**config.mk**
```make
export PLATFORM = sky130hd
export DESIGN_NAME = approx_dot_acc_flat
export DESIGN_NICKNAME = d
export VERILOG_FILES = /design/src/rtl/approx_mult_pkg.sv /design/src/rtl/approx_dot_acc_if.sv /design/src/rtl/approx_dot_acc_acc_add.sv /design/src/rtl/approx_dot_acc.sv /design/src/flat_wrapper.sv
export SDC_FILE = /design/constraint.sdc
export NUM_CORES = 1
export LEC_CHECK = 0
export BUFFER_PORTS_ARGS = -buffer_cell sky130_fd_sc_hd__buf_2
export CORE_ASPECT_RATIO = 1.2
export CORE_UTILIZATION = 50
export DETAILED_ROUTE_END_ITERATION = 16
export PLACE_DENSITY = 0.72
export SLEW_MARGIN = 20
export SYNTH_ARGS = -nofsm -noshare
export SYNTH_HDL_FRONTEND = slang
export SYNTH_HIERARCHICAL = 1
export SYNTH_SLANG_ARGS = --single-unit
```
**constraint.sdc**
```tcl
create_clock -name clk -period 3.1 [get_ports clk]
set_input_delay 0.31 -clock clk [delete_from_list [all_inputs] [get_ports clk]]
set_output_delay 0.31 -clock clk [all_outputs]
set_load 0.05 [all_outputs]
```
**src/rtl/approx_mult_pkg.sv**
```systemverilog
// Shared types and default widths for the approximate-multiplier datapath
// and its dot-product accumulation stage.
package approx_mult_pkg;

  localparam int unsigned PROD_W_DEF = 16;
  localparam int unsigned ACC_W_DEF  = 24;
  localparam int unsigned LEN_DEF    = 16;

  typedef enum logic [0:0] {
    ACCUM = 1'b0,
    HOLD  = 1'b1
  } acc_state_e;

endpackage : approx_mult_pkg

```
**src/rtl/approx_dot_acc_if.sv**
```systemverilog
// Product input stream and result output stream of the dot-product accumulator.
// master = producer/consumer side, slave = accumulator side.
interface approx_dot_acc_if #(
  parameter int unsigned PROD_W = 16,
  parameter int unsigned ACC_W  = 24,
  parameter int unsigned CNT_W  = 5
);

  logic              in_valid;
  logic              in_ready;
  logic [PROD_W-1:0] in_prod;
  logic              in_last;
  logic              out_valid;
  logic              out_ready;
  logic [ACC_W-1:0]  out_acc;
  logic [CNT_W-1:0]  out_count;
  logic              out_ovf;

  modport master (
    output in_valid, in_prod, in_last, out_ready,
    input  in_ready, out_valid, out_acc, out_count, out_ovf
  );

  modport slave (
    input  in_valid, in_prod, in_last, out_ready,
    output in_ready, out_valid, out_acc, out_count, out_ovf
  );

endinterface : approx_dot_acc_if

```
**src/rtl/approx_dot_acc_acc_add.sv**
```systemverilog
// Combinational accumulate step: acc + zero-extended product with carry-out.
// APPROX_DOT_ACC_SAT_EN selects saturation to all-ones instead of wrap.
module acc_add #(
  parameter int unsigned ACC_W  = 24,
  parameter int unsigned PROD_W = 16
) (
  input  logic [ACC_W-1:0]  acc,
  input  logic [PROD_W-1:0] prod,
  output logic [ACC_W-1:0]  sum_c,
  output logic              carry_c
);

  logic [ACC_W:0] sum_w;

  assign sum_w   = {1'b0, acc} + (ACC_W+1)'(prod);
  assign carry_c = sum_w[ACC_W];

`ifdef APPROX_DOT_ACC_SAT_EN
  // Once saturated, any further nonzero product carries again, so it stays pinned.
  assign sum_c = sum_w[ACC_W] ? {ACC_W{1'b1}} : sum_w[ACC_W-1:0];
`else
  assign sum_c = sum_w[ACC_W-1:0];
`endif

endmodule : acc_add

```
**src/rtl/approx_dot_acc.sv**
```systemverilog
// Dot-product accumulator: sums LEN products (or fewer, closed by in_last) and
// holds each result on a valid/ready output. Build option: APPROX_DOT_ACC_SAT_EN.
module approx_dot_acc
  import approx_mult_pkg::*;
#(
  parameter int unsigned PROD_W = PROD_W_DEF,
  parameter int unsigned ACC_W  = ACC_W_DEF,
  parameter int unsigned LEN    = LEN_DEF,
  parameter int unsigned CNT_W  = $clog2(LEN + 1)
) (
  input logic               clk,
  input logic               rst,
  approx_dot_acc_if.slave   bus
);

  acc_state_e       state_q, state_d;
  logic [ACC_W-1:0] acc_q, acc_d;
  logic [CNT_W-1:0] cnt_q, cnt_d;
  logic             ovf_q, ovf_d;
  logic             in_ready_q, in_ready_d;
  logic             out_valid_q, out_valid_d;
  logic [ACC_W-1:0] out_acc_q, out_acc_d;
  logic [CNT_W-1:0] out_count_q, out_count_d;
  logic             out_ovf_q, out_ovf_d;

  logic [ACC_W-1:0] sum_c;
  logic             carry_c;
  logic             in_hs_c;
  logic             close_c;

  acc_add #(
    .ACC_W  (ACC_W),
    .PROD_W (PROD_W)
  ) u_acc_add (
    .acc     (acc_q),
    .prod    (bus.in_prod),
    .sum_c   (sum_c),
    .carry_c (carry_c)
  );

  assign in_hs_c = bus.in_valid & in_ready_q;
  // A last flag on the LEN-th product is the same single close.
  assign close_c = in_hs_c & ((cnt_q == CNT_W'(LEN - 1)) | bus.in_last);

  always_comb begin
    state_d     = state_q;
    acc_d       = acc_q;
    cnt_d       = cnt_q;
    ovf_d       = ovf_q;
    out_acc_d   = out_acc_q;
    out_count_d = out_count_q;
    out_ovf_d   = out_ovf_q;
    unique case (state_q)
      ACCUM: begin
        if (close_c) begin
          state_d     = HOLD;
          out_acc_d   = sum_c;
          out_count_d = cnt_q + CNT_W'(1);
          out_ovf_d   = ovf_q | carry_c;
          acc_d       = '0;
          cnt_d       = '0;
          ovf_d       = 1'b0;
        end else if (in_hs_c) begin
          acc_d = sum_c;
          cnt_d = cnt_q + CNT_W'(1);
          ovf_d = ovf_q | carry_c;
        end
      end
      HOLD: begin
        if (bus.out_ready) state_d = ACCUM;
      end
      default: state_d = ACCUM;
    endcase
    in_ready_d  = (state_d == ACCUM);
    out_valid_d = (state_d == HOLD);
  end

  always_ff @(posedge clk or posedge rst) begin
    if (rst) begin
      state_q     <= ACCUM;
      acc_q       <= '0;
      cnt_q       <= '0;
      ovf_q       <= 1'b0;
      in_ready_q  <= 1'b1;
      out_valid_q <= 1'b0;
      out_acc_q   <= '0;
      out_count_q <= '0;
      out_ovf_q   <= 1'b0;
    end else begin
      state_q     <= state_d;
      acc_q       <= acc_d;
      cnt_q       <= cnt_d;
      ovf_q       <= ovf_d;
      in_ready_q  <= in_ready_d;
      out_valid_q <= out_valid_d;
      out_acc_q   <= out_acc_d;
      out_count_q <= out_count_d;
      out_ovf_q   <= out_ovf_d;
    end
  end

  assign bus.in_ready  = in_ready_q;
  assign bus.out_valid = out_valid_q;
  assign bus.out_acc   = out_acc_q;
  assign bus.out_count = out_count_q;
  assign bus.out_ovf   = out_ovf_q;

endmodule : approx_dot_acc

```
**src/flat_wrapper.sv**
```systemverilog
// flat-port wrapper written by rule: the top's interface ports become plain ports
module approx_dot_acc_flat import approx_mult_pkg::*;
#(
  parameter int unsigned PROD_W = PROD_W_DEF,
  parameter int unsigned ACC_W  = ACC_W_DEF,
  parameter int unsigned LEN    = LEN_DEF,
  parameter int unsigned CNT_W  = $clog2(LEN + 1)
)
  (clk, rst, bus_in_valid, bus_in_prod, bus_in_last, bus_out_ready, bus_in_ready, bus_out_valid, bus_out_acc, bus_out_count, bus_out_ovf);
  approx_dot_acc_if #(.PROD_W(PROD_W), .ACC_W(ACC_W), .CNT_W(CNT_W)) bus_i ();
  input logic clk;
  input logic rst;
  input wire logic [$bits(bus_i.in_valid)-1:0] bus_in_valid;
  input wire logic [$bits(bus_i.in_prod)-1:0] bus_in_prod;
  input wire logic [$bits(bus_i.in_last)-1:0] bus_in_last;
  input wire logic [$bits(bus_i.out_ready)-1:0] bus_out_ready;
  output wire logic [$bits(bus_i.in_ready)-1:0] bus_in_ready;
  output wire logic [$bits(bus_i.out_valid)-1:0] bus_out_valid;
  output wire logic [$bits(bus_i.out_acc)-1:0] bus_out_acc;
  output wire logic [$bits(bus_i.out_count)-1:0] bus_out_count;
  output wire logic [$bits(bus_i.out_ovf)-1:0] bus_out_ovf;
  assign bus_i.in_valid = bus_in_valid;
  assign bus_i.in_prod = bus_in_prod;
  assign bus_i.in_last = bus_in_last;
  assign bus_i.out_ready = bus_out_ready;
  assign bus_in_ready = bus_i.in_ready;
  assign bus_out_valid = bus_i.out_valid;
  assign bus_out_acc = bus_i.out_acc;
  assign bus_out_count = bus_i.out_count;
  assign bus_out_ovf = bus_i.out_ovf;
  approx_dot_acc #(.PROD_W(PROD_W), .ACC_W(ACC_W), .LEN(LEN), .CNT_W(CNT_W)) u_core (.clk(clk), .rst(rst), .bus(bus_i));
endmodule
```
==> results of run 1 <==
[critical path: stages (launching register included)]
cell and delay, ns:
sky130_fd_sc_hd__dfrtp_1 0.38, sky130_fd_sc_hd__ha_1 0.23, sky130_fd_sc_hd__fa_1 0.43, sky130_fd_sc_hd__a211oi_1 0.30, sky130_fd_sc_hd__o211ai_1 0.20, sky130_fd_sc_hd__nand2_1 0.15
sky130_fd_sc_hd__o2bb2ai_2 0.20, sky130_fd_sc_hd__nor2_1 0.10, sky130_fd_sc_hd__xor2_1 0.16, sky130_fd_sc_hd__mux2_2 0.26
[power by group]
group	switching, mW	leakage [nW]	total [mW]	internal [mW]
registers	0.160	0.802	1.22	1.06
clock network	0.319	0.120	0.837	0.518
logic	1.22	1.04	1.97	0.750
total	1.69	1.97	4.02	2.33
[placed cells by master, fill, tap and decap left out, drive strengths merged, types with 2 or more instances in the layout]
master / count
a211oi: 5
a21boi: 4
a21o: 3
a21oi: 17
a22o: 25
and2: 2
and3: 3
buf: 54
bufinv: 2
clkbuf: 13
clkinv: 2
dfrtp: 61
ha: 18
inv: 6
mux2: 26
nand2: 16
nand3: 4
nand4: 3
nor2: 13
nor2b: 3
nor3: 5
nor3b: 2
o211ai: 2
o21a: 2
o21ai: 21
xnor2: 11
xor2: 12
[area by class of cell]
cell class | instances | area, um^2 | area share
sequential | 62 | 1553 | 0.3895
clock inverter | 3 | 65.06 | 0.01632
clock buffer | 13 | 168.9 | 0.04237
inverter | 7 | 27.53 | 0.006905
tap | 85 | 106.4 | 0.02668
multi-input combinational | 212 | 1790 | 0.4492
timing repair buffer | 54 | 275.3 | 0.06905
[cell usage after synthesis, types with 2 or more instances]
cell type,instances,area [um^2]
sky130_fd_sc_hd__a21boi_1,4,30.03
sky130_fd_sc_hd__a21oi_1,15,75.07
sky130_fd_sc_hd__nand3_1,4,20.02
sky130_fd_sc_hd__o21ai_1,2,10.01
sky130_fd_sc_hd__nand4_1,3,18.77
sky130_fd_sc_hd__buf_6,3,33.78
sky130_fd_sc_hd__mux2_4,19,285.3
sky130_fd_sc_hd__o21a_1,2,15.01
sky130_fd_sc_hd__nor2b_1,3,18.77
sky130_fd_sc_hd__clkbuf_1,3,11.26
sky130_fd_sc_hd__mux2_2,7,78.83
sky130_fd_sc_hd__xor2_1,12,105.1
sky130_fd_sc_hd__nor2_1,11,41.29
sky130_fd_sc_hd__and2_1,2,12.51
sky130_fd_sc_hd__a22o_1,25,219.0
sky130_fd_sc_hd__a21o_1,3,22.52
sky130_fd_sc_hd__xnor2_1,11,96.34
sky130_fd_sc_hd__o21ai_0,18,90.09
sky130_fd_sc_hd__nor3b_1,2,15.01
sky130_fd_sc_hd__nor3_1,4,20.02
sky130_fd_sc_hd__nand2_1,16,60.06
sky130_fd_sc_hd__inv_1,7,26.28
sky130_fd_sc_hd__a211oi_1,4,30.03
sky130_fd_sc_hd__buf_12,2,40.04
sky130_fd_sc_hd__dfrtp_1,61,1526
sky130_fd_sc_hd__ha_1,18,225.2
sky130_fd_sc_hd__and3_1,3,18.77
[through the flow]
| step | cells | hold slack [ns] | setup WS (ns) | instance area [um^2] |
|---|---|---|---|---|
| 2_1_floorplan | 290 | 0.4064 | 0.8226 | 3460 |
| 3_3_place_gp | 420 | 0.4820 | 0.5939 | 3751 |
| 3_5_place_dp | 420 | 0.4881 | 0.5655 | 3751 |
| 4_1_cts | 436 | 0.1550 | 0.5796 | 3985 |
| 5_1_grt | 436 | 0.1658 | 0.3975 | 3986 |
| 6_report | 436 | 0.08460 | 0.5707 | 3986 |
[registers in the layout, indices dropped and copies added, names as in the netlist]
name                  count
u_core/ovf_q              1
u_core/acc_q             24
u_core/bus.out_ovf        1
u_core/cnt_q              5
u_core/bus.in_ready       1
u_core/bus.out_count      5
u_core/bus.out_valid      1
u_core/bus.out_acc       24
[cells by family after synthesis]
| logic type | Yosys count |
|---|---|
| XOR/XNOR | 23 |
| multiplexers | 27 |
| buffers and inverters | 16 |
| flip-flops | 62 |
| AO/OA/AOI/OAI | 87 |
| adder cells (fa/ha/maj) | 19 |
| AND/OR/NAND/NOR | 56 |
[worst max path at each step]
stage,start,end,slack [ns],depth (start not counted)
global route,u_core/acc_q[0],u_core/bus.out_acc[22],0.40,9
global placement,bus_in_prod[0],u_core/bus.out_acc[20],0.59,10
floorplan,u_core/acc_q[0],u_core/bus.out_acc[18],0.82,9
detailed placement,bus_in_prod[0],u_core/bus.out_acc[18],0.57,10
CTS,u_core/acc_q[0],u_core/bus.out_acc[18],0.58,9
finish,u_core/acc_q[0],u_core/bus.out_acc[22],0.57,9
[routing by layer]
layer | part of all wire | routed length, um | up-vias | global-route usage
met5 | 0 | 0 | - | 0
met4 | 0.018 | 123 | 0 | 0.08796
met3 | 0.034 | 234 | 10 | 0.04293
met2 | 0.47 | 3225 | 49 | 0.3444
met1 | 0.48 | 3272 | 1195 | 0.2663
li1 | - | - | 1178 | -
==> reports/qor.json, run 1 <==
{
  "status": {
    "run_status": "complete, no violations"
  },
  "setup_path": {
    "crit_arrival_ns": 2.75,
    "path_class": "reg2reg",
    "setup.reg_to_reg.worst_slack_ns": 0.57,
    "cp_max_fo": 5,
    "critical_path.reg2reg.startpoint": "u_core/acc_q[0]",
    "critical_path_required_ns": 3.32,
    "reg2reg_depth": 9,
    "r2r-end": "u_core/bus.out_acc[22]",
    "critPathLaunchType": "flop",
    "critical_path_end_type": "flop"
  },
  "placed_design": {
    "gp_congestion": 0.8188,
    "numPortBuffers": 52,
    "post-dp-hpwl_um": 4742
  },
  "timing": {
    "finalSetupViolations": 0,
    "skew_final_ns": 0.009671,
    "worst_slew_pin_slew_ns": 0.8087,
    "hold_violations": 0,
    "tns_ns": 0,
    "timing.fmax_mhz": 395.4,
    "slew_violations": 0,
    "timing.max_slew.rel_slack": 0.4609,
    "final_cycle_share": 0.8159,
    "period_minus_slack_ns": 2.529,
    "rsz_0062_raised_after_global_routing": "false"
  },
  "global_route": {
    "via_count_of_the_first_global_routing_pass": 2483,
    "largest_net_degree_at_the_start_of_global_routing": 48,
    "antenna_violations_before_repair": 0,
    "globalRouteOverflowTotal": 0,
    "grt_use_total": 0.2086,
    "grt_first_pass_wirelength_um": 11650
  },
  "flow_run": {
    "max_cap_violations": 0
  },
  "yosys": {
    "syn_area_um2": 3460,
    "synth_nets": 330,
    "yosys.area_share.adder": 0.07089,
    "synth-edff-count": 0,
    "synthesis.area_per_instance_um2": 11.93,
    "synth-simple-area-share": 0.09331,
    "sequential_to_total_area_share_from_yosys_stat": 0.4488,
    "post_synthesis_async_set_or_reset_flop_share": 1.000,
    "muxShareOfSynthArea": 0.1081,
    "post_synth_xor_area_fraction": 0.05823,
    "yosys.cell_types.count": 53,
    "yosys_most_used_dff": "sky130_fd_sc_hd__dfrtp_1",
    "synth_compound_gate_area_share": 0.1870,
    "main_combinational_cell_family_by_area_after_synthesis": "compound AO/OA/AOI/OAI gates",
    "postSynthCellCount": 290,
    "postSynthRegisterBits": 62,
    "yosys_warnings": 6
  },
  "clocking": {
    "cts.repair_timing.setup_buffer_count": 0,
    "clock_tree_from_tritoncts": "built",
    "cts-buffers-inserted": 9,
    "max-clock-path-buffers": 2,
    "clock_latency_ns": 0.34,
    "htree_num_levels": 3,
    "clockRootBuffer": "sky130_fd_sc_hd__clkbuf_8",
    "ctsHoldBuffers": 0,
    "clock_sinks": 62,
    "post_cts_resized": 0,
    "clkSlewWorstSetupHoldPaths_ns": 0.07
  },
  "final_layout": {
    "area_delta_synth_final_pct": 15.23,
    "finish.net_count": 386,
    "insertedDiodeCount": 0,
    "postLayoutCoreUtil": 0.6071,
    "layout.filler_cells": 579,
    "post_route_cells_drive_above_1_share": 0.3077
  },
  "floorplan": {
    "row_count": 32,
    "die_h_um": 93.12,
    "floorplan.initialDensity": 0.5269,
    "design.portCount": 53,
    "placeableCoreArea_um2": 6566,
    "die_w_um": 77.94,
    "die_area_um2": 7257
  },
  "detailed_routing": {
    "wl_per_cell_um": 15.72,
    "vias_per_cell": 5.578,
    "detail_route.iter0.violations": 147,
    "remaining_drc_errors": 0,
    "detailedRoute.firstPassIterationCount": 4,
    "routed-via-count": 2432,
    "final_antenna_net_count": 0,
    "routed_wirelength_um": 6855
  },
  "hold_path": {
    "min_path_type": "in2async"
  },
  "power": {
    "static-leakage-power_nw": 1.965,
    "pwr_cell_area_nw_per_um2": 1010,
    "vdd_ir_drop_max_v": 0.0004649,
    "fin_total_pwr_mw": 4.025
  }
}
Power figures use the tool's default switching activity.
==> run 2, diff against run 1 <==
PLACE_DENSITY = 0.74   (was 0.72)
clock period = 2.3 ns   (was 3.1 ns; I/O delays follow)
==> run 2 against run 1 <==
Against the previous run: the flow now finishes with violations (setup timing); combinational power rose by 47%; global-route usage rose by 1.2 points; hold slack improved by 0.014 ns; count of clock-buffer cells in the layout rose by 1; sequential cell count did not move; wire length rose by 8.2%; critical endpoint is now u_core/bus.out_acc[21]; largest cell class unchanged.
==> reports/qor.json, run 2 (synthesis gave the netlist of run 1 again) <==
{
  "floorplan": {
    "die_h": {"value": 93.12, "unit": "um", "change": "unchanged"},
    "die_w": {"value": 77.94, "unit": "um", "change": "unchanged"},
    "row_count": {"value": 32, "change": "unchanged"},
    "placeableCoreArea": {"value": 6566, "unit": "um^2", "change": "unchanged"},
    "design.portCount": {"value": 53, "change": "unchanged"},
    "die_area": {"value": 7257, "unit": "um^2", "change": "unchanged"},
    "floorplan.initialDensity": {"value": 0.5269, "change": "unchanged"}
  },
  "clocking": {
    "clkSlewWorstSetupHoldPaths": {"value": 0.06, "unit": "ns", "change": "about the same"},
    "clock_tree_from_tritoncts": "built",
    "clock_latency": {"value": 0.34, "unit": "ns", "change": "about the same"},
    "clockRootBuffer": "sky130_fd_sc_hd__clkbuf_8",
    "cts-buffers-inserted": {"value": 9, "change": "unchanged"},
    "htree_num_levels": {"value": 3, "change": "unchanged"},
    "max-clock-path-buffers": {"value": 2, "change": "unchanged"},
    "clock_sinks": {"value": 62, "change": "unchanged"}
  },
  "power": {
    "clock_power_share": {"value": 0.157, "change": "-0.051"},
    "p_seq_frac": {"value": 0.307, "change": "+0.003"},
    "swShare": {"value": 0.4414, "change": "+0.02059"},
    "pwr_cell_area": {"value": 1298, "unit": "nW/um^2", "change": "+29%"},
    "cell_internal_power_dissipation": {"value": 3.025, "unit": "mW", "change": "+30%"},
    "total_switching_power": {"value": 2.390, "unit": "mW", "change": "+41%"},
    "fin_total_pwr": {"value": 5.415, "unit": "mW", "change": "+35%"},
    "comb_power_share": {"value": 0.536, "change": "+0.048"},
    "static-leakage-power": {"value": 2.005, "unit": "nW", "change": "+2.0%"},
    "vdd_ir_drop_max": {"value": 0.0006697, "unit": "V", "change": "+44%"}
  },
  "detailed_routing": {
    "detail_route.iter0.violations": {"value": 159, "change": "+8.2%"},
    "wl_per_cell": {"value": 16.48, "unit": "um", "change": "+4.8%"},
    "detailedRoute.firstPassIterationCount": {"value": 4, "change": "unchanged"},
    "routed-via-count": {"value": 2511, "change": "+3.2%"},
    "routed_wirelength": {"value": 7418, "unit": "um", "change": "+8.2%"},
    "vias_per_cell": {"value": 5.580, "change": "about the same"},
    "remaining_drc_errors": {"value": 0, "change": "unchanged"},
    "final_antenna_net_count": {"value": 0, "change": "unchanged"}
  },
  "global_route": {
    "largest_net_degree_at_the_start_of_global_routing": {"value": 34, "change": "-29%"},
    "grt_use_total": {"value": 0.2209, "change": "+0.01227"},
    "via_count_of_the_first_global_routing_pass": {"value": 2587, "change": "+4.2%"},
    "grt_first_pass_wirelength": {"value": 12340, "unit": "um", "change": "+5.9%"},
    "globalRouteOverflowTotal": {"value": 0, "change": "unchanged"},
    "antenna_violations_before_repair": {"value": 0, "change": "unchanged"}
  },
  "final_layout": {
    "layout.filler_cells": {"value": 517, "change": "-11%"},
    "instances_no_fill": {"value": 450, "change": "+3.2%"},
    "insertedDiodeCount": {"value": 0, "change": "unchanged"},
    "finish.net_count": {"value": 401, "change": "+3.9%"},
    "final_common_cell": "sky130_fd_sc_hd__dfrtp_1",
    "post_route_cells_drive_above_1_share": {"value": 0.3890, "change": "+0.08135"},
    "multi_input_area": {"value": 1928, "unit": "um^2", "change": "+7.7%"},
    "commonest_cells_after_routing_fill_and_taps_aside": "61 x sky130_fd_sc_hd__dfrtp_1, 52 x sky130_fd_sc_hd__buf_2, 25 x sky130_fd_sc_hd__a22o_1, 21 x sky130_fd_sc_hd__mux2_4, 17 x sky130_fd_sc_hd__o21ai_0",
    "postLayoutCoreUtil": {"value": 0.6353, "change": "+0.02820"},
    "postLayoutCellArea": {"value": 4172, "unit": "um^2", "change": "+4.6%"},
    "sequential_cell_area": {"value": 1553, "unit": "um^2", "change": "unchanged"},
    "area_delta_synth_final_pct": 20.58
  },
  "placed_design": {
    "dpl_cell_area": {"value": 3826, "unit": "um^2", "change": "+2.0%"},
    "placed_cells_incl_taps": {"value": 430, "change": "+2.4%"},
    "numPortBuffers": {"value": 52, "change": "unchanged"},
    "post-dp-hpwl": {"value": 5033, "unit": "um", "change": "+6.1%"},
    "gp_congestion": {"value": 0.8255, "change": "+0.82%"},
    "dp_worst_setup_slack": {"value": -0.1317, "unit": "ns", "change": "-0.6972 ns"}
  },
  "timing": {
    "rsz_0062_raised_after_global_routing": "true",
    "timing.max_slew.rel_slack": {"value": 0.5706, "change": "+0.1097"},
    "finalSetupViolations": {"value": 1, "change": "+1"},
    "tns": {"value": -0.007676, "unit": "ns", "change": "-0.007676 ns"},
    "holdWs": {"value": 0.09906, "unit": "ns", "change": "+0.01445 ns"},
    "slew_violations": {"value": 0, "change": "unchanged"},
    "worst_slew_pin_slew": {"value": 0.6442, "unit": "ns", "change": "-0.1645 ns"},
    "fin_ws": {"value": -0.007676, "unit": "ns", "change": "-0.5783 ns"},
    "period_minus_slack": {"value": 2.308, "unit": "ns", "change": "-0.2217 ns"},
    "timing.fmax": {"value": 433.3, "unit": "MHz", "change": "+9.6%"},
    "hold_violations": {"value": 0, "change": "unchanged"},
    "skew_final": {"value": 0.009076, "unit": "ns", "change": "-0.0005949 ns"},
    "final_cycle_share": {"value": 1.003, "change": "+0.1874"}
  },
  "setup_path": {
    "path_class": "reg2reg",
    "critPathLaunchType": "flop",
    "critical_path_end_type": "flop",
    "crit_arrival": {"value": 2.53, "unit": "ns", "change": "-0.22 ns"},
    "critical_path_required": {"value": 2.53, "unit": "ns", "change": "-0.79 ns"},
    "cp_max_fo": {"value": 4, "change": "-1"}
  },
  "hold_path": {
    "min_path_type": "in2reg"
  },
  "status": {
    "failing_checks": "setup timing",
    "run_status": "finished with violations"
  },
  "flow_run": {
    "max_cap_violations": {"value": 0, "change": "unchanged"}
  }
}
==> run 2: power groups by stage <==
stage               combinational (mW)  clock [mW]  sequential (mW)
finish                            2.90       0.852             1.66
global route                      3.12       0.913             1.71
CTS                               2.77       0.875             1.66
detailed placement                2.72           0             1.66
global placement                  2.67           0             1.66
floorplan                         1.52           0             2.30
==> run 2: final timing paths <==
kind	cells after the start	slack, ns	end	start
worst max-delay path	8	-0.008	u_core/bus.out_acc[21]	u_core/acc_q[1]
worst min-delay path	2	0.1	u_core/bus.out_valid	bus_out_ready
worst min register to register	1	0.50	u_core/bus.out_acc[19]	u_core/bus.out_acc[19]
worst max register to register	8	-0.008	u_core/bus.out_acc[21]	u_core/acc_q[1]
max in group asynchronous	4	1.13	u_core/bus.out_acc[12]	rst
min in group asynchronous	3	0.48	u_core/acc_q[22]	rst
==> run 2: area by class of cell <==
cell class              count  share of cell area
multi-input cells         212              0.4622
inverters                   7            0.006299
flip-flops and latches     62              0.3722
clock inverters             1            0.001200
well taps                  85             0.02549
clock buffers              14             0.03899
repair buffers             69             0.09358
==> run 2: timing repair <==
item	in CTS	in global routing
endpoints found under the setup margin	11	25
hold buffers	1	0
pin swaps	4	11
setup buffers	1	3
gates resized for setup	6	24
endpoints found under the hold margin	23	0
==> run 2: worst max-delay path, stage by stage, from the launching register on <==
cell                       delay, ns
sky130_fd_sc_hd__dfrtp_1        0.39
sky130_fd_sc_hd__ha_1           0.30
sky130_fd_sc_hd__a21oi_2        0.06
sky130_fd_sc_hd__nand4b_1       0.27
sky130_fd_sc_hd__a211oi_2       0.36
sky130_fd_sc_hd__o211ai_2       0.22
sky130_fd_sc_hd__a21boi_1       0.21
sky130_fd_sc_hd__xor2_1         0.10
sky130_fd_sc_hd__mux2_2         0.27
==> run 2: per-layer routing <==
metal / global-route usage / routed length (um) / up-vias
met3: 0.03902 / 202 / 17
met2: 0.3555 / 3609 / 56
met5: 0 / 0 / -
met4: 0.1265 / 211 / 0
met1: 0.2805 / 3395 / 1230
li1: - / - / 1208
